[src/rtl/gate_selftest_ctrl_pkg.sv]
// Shared types and golden model for the logic-gate self-test slice.
// Latency: n/a (types, constants and a pure combinational function).
// Backpressure: n/a.
package gate_pkg;

    localparam int NUM_GATES = 7;

    // Bit positions of each gate output within the 7-bit result vector
    localparam int GATE_AND  = 0;
    localparam int GATE_OR   = 1;
    localparam int GATE_NOT  = 2;
    localparam int GATE_NAND = 3;
    localparam int GATE_NOR  = 4;
    localparam int GATE_XOR  = 5;
    localparam int GATE_XNOR = 6;

    typedef enum logic [1:0] {
        IDLE   = 2'd0,
        APPLY  = 2'd1,
        SETTLE = 2'd2,
        CHECK  = 2'd3
    } state_e;

    // Reference behaviour of the gate block; NOT acts on operand a
    function automatic logic [NUM_GATES-1:0] gate_expected(input logic a, input logic b);
        logic [NUM_GATES-1:0] r;
        r            = '0;
        r[GATE_AND]  = a & b;
        r[GATE_OR]   = a | b;
        r[GATE_NOT]  = ~a;
        r[GATE_NAND] = ~(a & b);
        r[GATE_NOR]  = ~(a | b);
        r[GATE_XOR]  = a ^ b;
        r[GATE_XNOR] = ~(a ^ b);
        return r;
    endfunction

endpackage

[src/rtl/gate_selftest_ctrl_if.sv]
// Bundle of the run-control, operand and result signals of the self-test sequencer.
// Latency: n/a (wiring only).
// Backpressure: none; start is a level request, done/busy report status.
interface gate_selftest_ctrl_if #(
    parameter int CNT_W = 8
);
    import gate_pkg::*;

    logic                 start;
    logic                 op_a;
    logic                 op_b;
    logic [NUM_GATES-1:0] gate_res;
    logic                 busy;
    logic                 done;
    logic                 pass;
    logic [CNT_W-1:0]     err_cnt;
    logic                 fail_valid;
    logic [1:0]           fail_vec;
    logic [NUM_GATES-1:0] fail_mask;

    // Host side: requests runs, feeds back the gate outputs, reads results
    modport master (
        output start, gate_res,
        input  op_a, op_b, busy, done, pass, err_cnt, fail_valid, fail_vec, fail_mask
    );

    // Sequencer side
    modport slave (
        input  start, gate_res,
        output op_a, op_b, busy, done, pass, err_cnt, fail_valid, fail_vec, fail_mask
    );

endinterface

[src/rtl/gate_selftest_ctrl_golden.sv]
// Combinational golden gate model wrapped as a module for reuse.
// Latency: 0 cycles.
// Backpressure: none.
module gate_golden
    import gate_pkg::*;
(
    input  logic                 a,
    input  logic                 b,
    output logic [NUM_GATES-1:0] res
);

    assign res = gate_expected(a, b);

endmodule

[src/rtl/gate_selftest_ctrl.sv]
// Self-test sequencer: sweeps {a,b} through 00..11 PASSES times, compares gate outputs to golden.
// Latency: done rises 4*PASSES*(SETTLE_CYCLES+2) cycles after the edge that accepts start.
// Backpressure: none; start is ignored while busy, results held until next start or rst.
module gate_selftest_ctrl
    import gate_pkg::*;
#(
    parameter int SETTLE_CYCLES = 2,
    parameter int PASSES        = 1,
    parameter int CNT_W         = 8
) (
    input  logic               clk,
    input  logic               rst,
    gate_selftest_ctrl_if.slave bus
);

    localparam int SCNT_W = (SETTLE_CYCLES > 0) ? $clog2(SETTLE_CYCLES + 1) : 1;
    localparam int PIDX_W = (PASSES > 1) ? $clog2(PASSES) : 1;

    localparam logic [SCNT_W-1:0] SETTLE_LD = SCNT_W'(SETTLE_CYCLES);
    localparam logic [SCNT_W-1:0] SETTLE_ONE = SCNT_W'(1);
    localparam logic [PIDX_W-1:0] PASS_LAST = PIDX_W'(PASSES - 1);
    localparam logic [CNT_W-1:0]  ERR_MAX   = {CNT_W{1'b1}};

    state_e               state_q, state_d;
    logic [1:0]           vec_q, vec_d;
    logic [PIDX_W-1:0]    pass_idx_q, pass_idx_d;
    logic [SCNT_W-1:0]    settle_cnt_q, settle_cnt_d;
    logic                 op_a_q, op_a_d;
    logic                 op_b_q, op_b_d;
    logic                 busy_q, busy_d;
    logic                 done_q, done_d;
    logic                 pass_q, pass_d;
    logic [CNT_W-1:0]     err_cnt_q, err_cnt_d;
    logic                 fail_valid_q, fail_valid_d;
    logic [1:0]           fail_vec_q, fail_vec_d;
    logic [NUM_GATES-1:0] fail_mask_q, fail_mask_d;

    logic [NUM_GATES-1:0] golden_res;
    logic [NUM_GATES-1:0] mism;

    // Expected outputs follow the registered operands actually driven to the gate block
    gate_golden u_golden (
        .a   (op_a_q),
        .b   (op_b_q),
        .res (golden_res)
    );

    assign mism = bus.gate_res ^ golden_res;

    // State and datapath registers; reset drops any run in progress and all results
    always_ff @(posedge clk) begin
        if (rst) begin
            state_q      <= IDLE;
            vec_q        <= '0;
            pass_idx_q   <= '0;
            settle_cnt_q <= '0;
            op_a_q       <= 1'b0;
            op_b_q       <= 1'b0;
            busy_q       <= 1'b0;
            done_q       <= 1'b0;
            pass_q       <= 1'b0;
            err_cnt_q    <= '0;
            fail_valid_q <= 1'b0;
            fail_vec_q   <= '0;
            fail_mask_q  <= '0;
        end else begin
            state_q      <= state_d;
            vec_q        <= vec_d;
            pass_idx_q   <= pass_idx_d;
            settle_cnt_q <= settle_cnt_d;
            op_a_q       <= op_a_d;
            op_b_q       <= op_b_d;
            busy_q       <= busy_d;
            done_q       <= done_d;
            pass_q       <= pass_d;
            err_cnt_q    <= err_cnt_d;
            fail_valid_q <= fail_valid_d;
            fail_vec_q   <= fail_vec_d;
            fail_mask_q  <= fail_mask_d;
        end
    end

    // Next-state: one APPLY, optional settle window, one CHECK per vector
    always_comb begin
        state_d = state_q;
        case (state_q)
            IDLE:    if (bus.start) state_d = APPLY;
            APPLY:   state_d = (SETTLE_CYCLES == 0) ? CHECK : SETTLE;
            SETTLE:  if (settle_cnt_q == SETTLE_ONE) state_d = CHECK;
            CHECK: begin
                if (vec_q == 2'd3 && pass_idx_q == PASS_LAST) state_d = IDLE;
                else                                           state_d = APPLY;
            end
            default: state_d = IDLE;
        endcase
    end

    // Datapath: operand drive, settle countdown, mismatch scoring and run completion
    always_comb begin
        vec_d        = vec_q;
        pass_idx_d   = pass_idx_q;
        settle_cnt_d = settle_cnt_q;
        op_a_d       = op_a_q;
        op_b_d       = op_b_q;
        busy_d       = busy_q;
        done_d       = done_q;
        pass_d       = pass_q;
        err_cnt_d    = err_cnt_q;
        fail_valid_d = fail_valid_q;
        fail_vec_d   = fail_vec_q;
        fail_mask_d  = fail_mask_q;
        case (state_q)
            IDLE: begin
                if (bus.start) begin
                    done_d       = 1'b0;
                    pass_d       = 1'b0;
                    err_cnt_d    = '0;
                    fail_valid_d = 1'b0;
                    fail_vec_d   = '0;
                    fail_mask_d  = '0;
                    vec_d        = '0;
                    pass_idx_d   = '0;
                    busy_d       = 1'b1;
                end
            end
            APPLY: begin
                op_a_d       = vec_q[1];
                op_b_d       = vec_q[0];
                settle_cnt_d = SETTLE_LD;
            end
            SETTLE: begin
                settle_cnt_d = settle_cnt_q - SETTLE_ONE;
            end
            CHECK: begin
                // One failing vector counts once, however many gates disagree
                if (mism != '0) begin
                    if (err_cnt_q != ERR_MAX) err_cnt_d = err_cnt_q + CNT_W'(1);
                    if (!fail_valid_q) begin
                        fail_valid_d = 1'b1;
                        fail_vec_d   = vec_q;
                        fail_mask_d  = mism;
                    end
                end
                if (vec_q != 2'd3) begin
                    vec_d = vec_q + 2'd1;
                end else if (pass_idx_q != PASS_LAST) begin
                    vec_d      = '0;
                    pass_idx_d = pass_idx_q + PIDX_W'(1);
                end else begin
                    busy_d = 1'b0;
                    done_d = 1'b1;
                    pass_d = (err_cnt_d == '0);
                end
            end
            default: ;
        endcase
    end

    assign bus.op_a       = op_a_q;
    assign bus.op_b       = op_b_q;
    assign bus.busy       = busy_q;
    assign bus.done       = done_q;
    assign bus.pass       = pass_q;
    assign bus.err_cnt    = err_cnt_q;
    assign bus.fail_valid = fail_valid_q;
    assign bus.fail_vec   = fail_vec_q;
    assign bus.fail_mask  = fail_mask_q;

endmodule

[src/flat_wrapper.sv]
// flat-port wrapper written by rule: the top's interface ports become plain ports
module gate_selftest_ctrl_flat import gate_pkg::*;
#(
    parameter int SETTLE_CYCLES = 2,
    parameter int PASSES        = 1,
    parameter int CNT_W         = 8
)
  (clk, rst, bus_start, bus_gate_res, bus_op_a, bus_op_b, bus_busy, bus_done, bus_pass, bus_err_cnt, bus_fail_valid, bus_fail_vec, bus_fail_mask);
  gate_selftest_ctrl_if #(.CNT_W(CNT_W)) bus_i ();
  input  logic clk;
  input  logic rst;
  input wire logic [$bits(bus_i.start)-1:0] bus_start;
  input wire logic [$bits(bus_i.gate_res)-1:0] bus_gate_res;
  output wire logic [$bits(bus_i.op_a)-1:0] bus_op_a;
  output wire logic [$bits(bus_i.op_b)-1:0] bus_op_b;
  output wire logic [$bits(bus_i.busy)-1:0] bus_busy;
  output wire logic [$bits(bus_i.done)-1:0] bus_done;
  output wire logic [$bits(bus_i.pass)-1:0] bus_pass;
  output wire logic [$bits(bus_i.err_cnt)-1:0] bus_err_cnt;
  output wire logic [$bits(bus_i.fail_valid)-1:0] bus_fail_valid;
  output wire logic [$bits(bus_i.fail_vec)-1:0] bus_fail_vec;
  output wire logic [$bits(bus_i.fail_mask)-1:0] bus_fail_mask;
  assign bus_i.start = bus_start;
  assign bus_i.gate_res = bus_gate_res;
  assign bus_op_a = bus_i.op_a;
  assign bus_op_b = bus_i.op_b;
  assign bus_busy = bus_i.busy;
  assign bus_done = bus_i.done;
  assign bus_pass = bus_i.pass;
  assign bus_err_cnt = bus_i.err_cnt;
  assign bus_fail_valid = bus_i.fail_valid;
  assign bus_fail_vec = bus_i.fail_vec;
  assign bus_fail_mask = bus_i.fail_mask;
  gate_selftest_ctrl #(.SETTLE_CYCLES(SETTLE_CYCLES), .PASSES(PASSES), .CNT_W(CNT_W)) u_core (.clk(clk), .rst(rst), .bus(bus_i));
endmodule
[config.mk]
export PLATFORM = sky130hd
export DESIGN_NAME = gate_selftest_ctrl_flat
export DESIGN_NICKNAME = d
export VERILOG_FILES = /design/src/rtl/gate_selftest_ctrl_pkg.sv /design/src/rtl/gate_selftest_ctrl_if.sv /design/src/rtl/gate_selftest_ctrl_golden.sv /design/src/rtl/gate_selftest_ctrl.sv /design/src/flat_wrapper.sv
export SDC_FILE = /design/constraint.sdc
export NUM_CORES = 1
export LEC_CHECK = 0
export ABC_AREA = 1
export CAP_MARGIN = 20
export CORE_UTILIZATION = 40
export CTS_BUF_LIST = sky130_fd_sc_hd__clkbuf_2
export CTS_CLUSTER_DIAMETER = 150
export DETAILED_ROUTE_END_ITERATION = 8
export PLACE_DENSITY_LB_ADDON = 0.12
export SLEW_MARGIN = 25
export SYNTH_ARGS = -nofsm -noshare
export SYNTH_HDL_FRONTEND = slang
export SYNTH_SLANG_ARGS = --single-unit
[constraint.sdc]
create_clock -name clk -period 2.4 [get_ports clk]
set_input_delay 0.6 -clock clk [delete_from_list [all_inputs] [get_ports clk]]
set_output_delay 0.6 -clock clk [all_outputs]
set_load 0.03 [all_outputs]
# --- Word level (Yosys, flattened, before mapping) ---
# Index checks and enable logic that the tools add are counted.
# W data, S select, Z words.
totals:
  regBits: 30
  input_bits: 10
op_classes:
  addsub: 4
  eq_ne: 14
  n_mux: 37
  n_bitwise: 9
  n_reduce_logical: 13
ops:
  columns: ["operator", "count"]
  rows:
  - ["$mux W8", 4]
  - ["$mux W7", 3]
  - ["$pmux W8 S2", 1]
  - ["$mux W2", 7]
  - ["$pmux W7 S2", 1]
  - ["$mux W1", 12]
  - ["$pmux W2 S2", 3]
  - ["$ne A2 B2 Y1 const B", 5]
  - ["$pmux W1 S2", 5]
  - ["$reduce_and A3 Y1", 3]
  - ["$add A8 B1 Y8 const B", 1]
  - ["$logic_not A8 Y1", 1]
  - ["$ne A8 B8 Y1 const B", 1]
  - ["$pmux W2 S4", 1]
  - ["$reduce_and A4 Y1", 2]
  - ["$reduce_bool A7 Y1", 1]
  - ["$xor A7 B7 Y7", 1]
  - ["$eq A2 B2 Y1 const B", 3]
  - ["$not A1 Y1", 5]
  - ["$eq A2 B1 Y1 const B", 2]
  - ["$ne A2 B1 Y1 const B", 2]
  - ["$reduce_and A2 Y1", 2]
  - ["$reduce_bool A2 Y1", 2]
  - ["$ne A3 B1 Y1 const B", 1]
  - ["other kinds (8)", 8]

# --- Logic depth before layout (Yosys ltp) ---
logic_depth:
  depth_word: 10
  ltp_mapped: 15

# --- Cells and area by module ---
# Synthesis repeated with hierarchy kept, for this count alone.
unflattened:
  cells_unflattened: 281
  area_unflattened_um2: 1830.5
modules_own_cells:
  columns: ["module", "n_inst", "cells_per_inst", "area_per_inst_um2"]
  rows:
  - ["gate_selftest_ctrl", 1, 272, 1761.7]
  - ["gate_golden", 1, 9, 68.8]

# --- Least setup slack after synthesis ---
# No wires, ideal clock.
synth_timing:
  path_type: "flip-flop to flip-flop"
  from: "reg u_core.op_b_q (netlist: u_core.bus.op_b)"
  to: "reg u_core.pass_q (netlist: u_core.bus.pass)"
  setup_time_ps: 65
  t_arrival_ps: 1907
  t_required_ps: 2335
  setup_slack_ps: 428
  path_stages_with_launch: 16
  n_path_buf: 0
  synth_period_minus_slack_ps: 1972
  cell_sequence: "dfxtp_1 inv_1 ha_1 inv_1 nand2_1 nand2_1 nand2_2 nor2_8 nand2_4 nand2_1 nand2_1 nor2_2 nand2_1 nor2_1 nor2_1 nor2_1"
synth_between:
  elab_chain_len: 10
synth_lines:
  columns: ["item", "line", "text"]
  rows:
  - ["from (decl)", "gate_selftest_ctrl.sv:29", "logic op_b_q, op_b_d;"]
  - ["from (signal assigned)", "gate_selftest_ctrl.sv:72", "op_b_q <= op_b_d;"]
  - ["$and A1 B1 Y1 (tied with other cells)", "gate_selftest_ctrl_pkg.sv:28, gate_selftest_ctrl_pkg.sv:31", null]
  - ["$not A1 Y1 (on tied branches)", "gate_selftest_ctrl_pkg.sv:31, gate_selftest_ctrl_pkg.sv:32, gate_selftest_ctrl_pkg.sv:34", null]
  - ["$xor A7 B7 Y7 *", "gate_selftest_ctrl.sv:48", "assign mism = bus.gate_res ^ golden_res;"]
  - ["$reduce_bool A7 Y1 *", "gate_selftest_ctrl.sv:136", "if (mism != '0) begin"]
  - ["$mux W8 *", "gate_selftest_ctrl.sv:136", null]
  - ["$mux W8 *", "gate_selftest_ctrl.sv:112", "case (state_q)"]
  - ["$logic_not A8 Y1 *", "gate_selftest_ctrl.sv:152", "pass_d = (err_cnt_d == '0);"]
  - ["$mux W1 *", "gate_selftest_ctrl.sv:146", "end else if (pass_idx_q != PASS_LAST) begin"]
  - ["$mux W1 *", "gate_selftest_ctrl.sv:144", "if (vec_q != 2'd3) begin"]
  - ["$pmux W1 S2 *", "gate_selftest_ctrl.sv:112", null]
  - ["to (signal assigned)", "gate_selftest_ctrl.sv:75", "pass_q <= pass_d;"]
  - ["to (decl)", "gate_selftest_ctrl.sv:32", "logic pass_q, pass_d;"]
# Every way passes the cells marked *; elsewhere a longest branch is shown, timed or not. The select of a mux whose other input is x is not followed.
# A chain may end at the register's enable or synchronous reset.

# --- Worst setup path after layout ---
layout_timing:
  from: "reg u_core.err_cnt_q[0] (netlist: u_core.bus.err_cnt[0])"
  to: "out bus_err_cnt[0]"
layout_rtl:
  columns: ["item", "line", "text"]
  rows:
  - ["from (decl)", "gate_selftest_ctrl.sv:33", "logic [CNT_W-1:0] err_cnt_q, err_cnt_d;"]
  - ["from (signal assigned)", "gate_selftest_ctrl.sv:76", "err_cnt_q <= err_cnt_d;"]
  - ["to (decl)", "flat_wrapper.sv:19", "output wire logic [$bits(bus_i.err_cnt)-1:0] bus_err_cnt;"]
# No word-level cell between the ends.

==> results.py <==
metrics = {
    "sta": {
        "worst_pin_slew_ns": 0.377,
        "skew_ns": 0.0156,
        "setup_tns_ns": 0,
        "hold_ws_ns": 0.456,
        "final-max-slew-violation-count": 0,
        "fin_ws_ns": 0.171,
        "setup_viol": 0,
        "min_period_ns": 2.23,
        "slew_headroom_pct": 74.8,
        "period_share_pct": 92.9,
        "finalHoldViolCount": 0,
        "fmax_mhz": 449,
        "grt_setup_unrepaired": "false",
    },
    "critical_path": {
        "critPathKind": "reg2out",
        "cp.arrival_ns": 1.63,
        "r2r_slack_ns": 0.41,
        "crit_start": "u_core.bus.err_cnt[0]$_SDFFE_PP0P_",
        "cpMaxStageDelayCell": "clkdlybuf4s50_1",
        "path_delay_family": "buffers and inverters",
        "cp_slowest_stage_delay_ns": 0.74,
        "cp_max_fo": 8,
        "rr_endpoint": "u_core.bus.pass$_SDFFE_PP0P_",
        "startpoint_type": "flip-flop",
        "critPathRequiredTime_ns": 1.80,
        "crit_end": "bus_err_cnt[0]",
        "crit_chain": "clkdlybuf4s50_1",
        "timing.rr.start": "u_core.bus.op_b$_SDFFE_PP0N_",
        "cp.depth": 1,
        "worstSetupEndpointType": "output port",
        "path_buf_inv": 1,
        "reg2reg_depth": 15,
    },
    "power_and_ir_drop": {
        "peakVddDrop_mv": 0.521,
        "leakage_nw": 1.01,
        "power_mw": 1.87,
        "p_per_area_mw_per_mm2": 832,
    },
    "die": {
        "initial_core_util_pct": 42.9,
        "die_h_um": 68.5,
        "core_area_mm2": 0.00412,
        "dieArea_mm2": 0.00469,
        "rows": 23,
        "die_x_um": 68.5,
        "io_pins": 33,
    },
    "logic_synthesis": {
        "yosysTopAreaCellShare_pct": 32.9,
        "synth_seq_cells": 29,
        "synth_area_leader_cell": "dfxtp_1",
        "synth_area_per_cell_um2": 6.74,
        "synthDistinctLibCells": 27,
        "synth_warnings": 0,
        "synth_fp_nets": 282,
        "synthCells": 262,
        "ys_top_cells_by_area": "dfxtp_1 33%, nand2_1 18%, a21oi_1 7.1%",
        "ys_seq_area_share_pct": 32.9,
        "syn_area_mm2": 0.00177,
    },
    "detailed_routing": {
        "drt_iter0_markers": 98,
        "routed_wl_um": 4050,
        "antenna_left": 0,
        "wl_per_cell_um": 11.4,
        "vias": 1688,
        "vias_per_cell": 4.75,
        "dr.pass1.iters": 4,
        "drc_errors": 0,
    },
    "clock_tree": {
        "cts-buffers-inserted": 5,
        "cts_hold_buf": 0,
        "insertion_delay_ns": 0.36,
        "root_buffer": "clkbuf_2",
        "htree_levels": 2,
        "ctsLongestPathBuffers": 2,
        "cts-resized-gates": 0,
        "cts_tree": "done",
        "cts.sinks": 29,
        "clkTransAtPathRegs_ns": 0.16,
        "postCtsSetupRepairBufs": 0,
    },
    "layout": {
        "ff_latch_area_um2": 581,
        "multi_input_area_mm2": 0.00105,
        "nNetsFinal": 324,
        "fin_util_pct": 54.5,
        "antenna_cells": 0,
        "final_area_mm2": 0.00224,
        "final_common_cell": "nand2_1",
        "final_cell_mix": "87 x nand2_1, 32 x clkdlybuf4s50_1, 31 x inv_1",
        "fill_cells": 433,
        "drive_above_1_share_pct": 10.2,
        "area_growth_pct": 27.0,
        "instances_no_fill": 355,
    },
    "global_routing": {
        "grt_overflow": 0,
        "grt_pass1_wl_um": 6560,
        "grt_max_degree": 23,
        "grt_use_total_pct": 19.2,
        "grt_pass1_vias": 1435,
        "antenna_found_initial": 0,
    },
    "place": {
        "place_ws_ns": 0.119,
        "place.gp.congestion": 0.921,
        "portBuffers": 32,
        "dpl.cell_count": 347,
        "placed_area_mm2": 0.00218,
        "dp_hpwl_um": 2990,
    },
    "flow_run": {
        "cap_viol_max_count": 0,
    },
    "run_status": {
        "run_status": "complete, no violations",
    },
    "worst_hold_path": {
        "hold_path.class": "reg2reg",
    },
}
## worst min-delay path by stage
stage | slack, ns | depth (start not counted) | startpoint | end
floorplan | 0.44 | 1 | u_core.settle_cnt_q[0]$_SDFFE_PP0P_ | u_core.settle_cnt_q[0]$_SDFFE_PP0P_
global placement | 0.44 | 2 | u_core.bus.fail_mask[6]$_SDFFE_PP0P_ | u_core.bus.fail_mask[6]$_SDFFE_PP0P_
detailed placement | 0.44 | 2 | u_core.bus.fail_mask[6]$_SDFFE_PP0P_ | u_core.bus.fail_mask[6]$_SDFFE_PP0P_
CTS | 0.46 | 2 | u_core.bus.fail_mask[6]$_SDFFE_PP0P_ | u_core.bus.fail_mask[6]$_SDFFE_PP0P_
global route | 0.50 | 2 | u_core.bus.fail_mask[2]$_SDFFE_PP0P_ | u_core.bus.fail_mask[2]$_SDFFE_PP0P_
finish | 0.46 | 2 | u_core.bus.fail_mask[6]$_SDFFE_PP0P_ | u_core.bus.fail_mask[6]$_SDFFE_PP0P_
## synthesized netlist by cell type (all sizes together)
cell	instances
o21bai	1
nor2	22
xnor2	2
and2	1
inv	33
or2	1
clkbuf	2
nand4	1
a211oi	1
ha	10
clkinv	1
nand2	92
nand3	27
o21ai	11
a21oi	26
dfxtp	29
a31oi	2
## sequential cells by signal, summed over array words and instances (netlist names)
name                   count
u_core.state_q             2
u_core.bus.op_a            1
u_core.bus.fail_valid      1
u_core.bus.done            1
u_core.bus.fail_mask       7
u_core.bus.op_b            1
u_core.settle_cnt_q        2
u_core.bus.pass            1
u_core.bus.fail_vec        2
u_core.vec_q               2
u_core.bus.err_cnt         8
u_core.bus.busy            1
## layout make-up
class / count / area share [%]
inverters: 34 / 5.69
clock inverters: 2 / 1.51
well taps: 50 / 2.79
flip-flops and latches: 29 / 25.9
repair buffers: 37 / 16.0
multi-input cells: 197 / 46.8
clock buffers: 6 / 1.34
## power breakdown
group	switching (mW)	leakage [nW]	internal, mW
combinational	0.582	0.733	0.324
clock	0.172	0.0406	0.178
sequential	0.0580	0.235	0.553
## cell families after synthesis
kind of cell | count (synthesis) | synth area share (%)
AO/OA/AOI/OAI | 41 | 12.7
XOR/XNOR | 2 | 1.42
adder cells (fa/ha/maj) | 10 | 7.08
buffers and inverters | 36 | 7.65
flip-flops | 29 | 32.9
AND/OR/NAND/NOR | 144 | 38.3
## layer usage
layer	track usage, %	wire (um)	vias to the layer above
met2	27.5	1650	34
met1	27.4	2130	725
li1	-	-	924
met4	7.03	57	0
met3	4.50	211	5
met5	0	0	-
No activity file was read; power rests on OpenSTA's default activity.
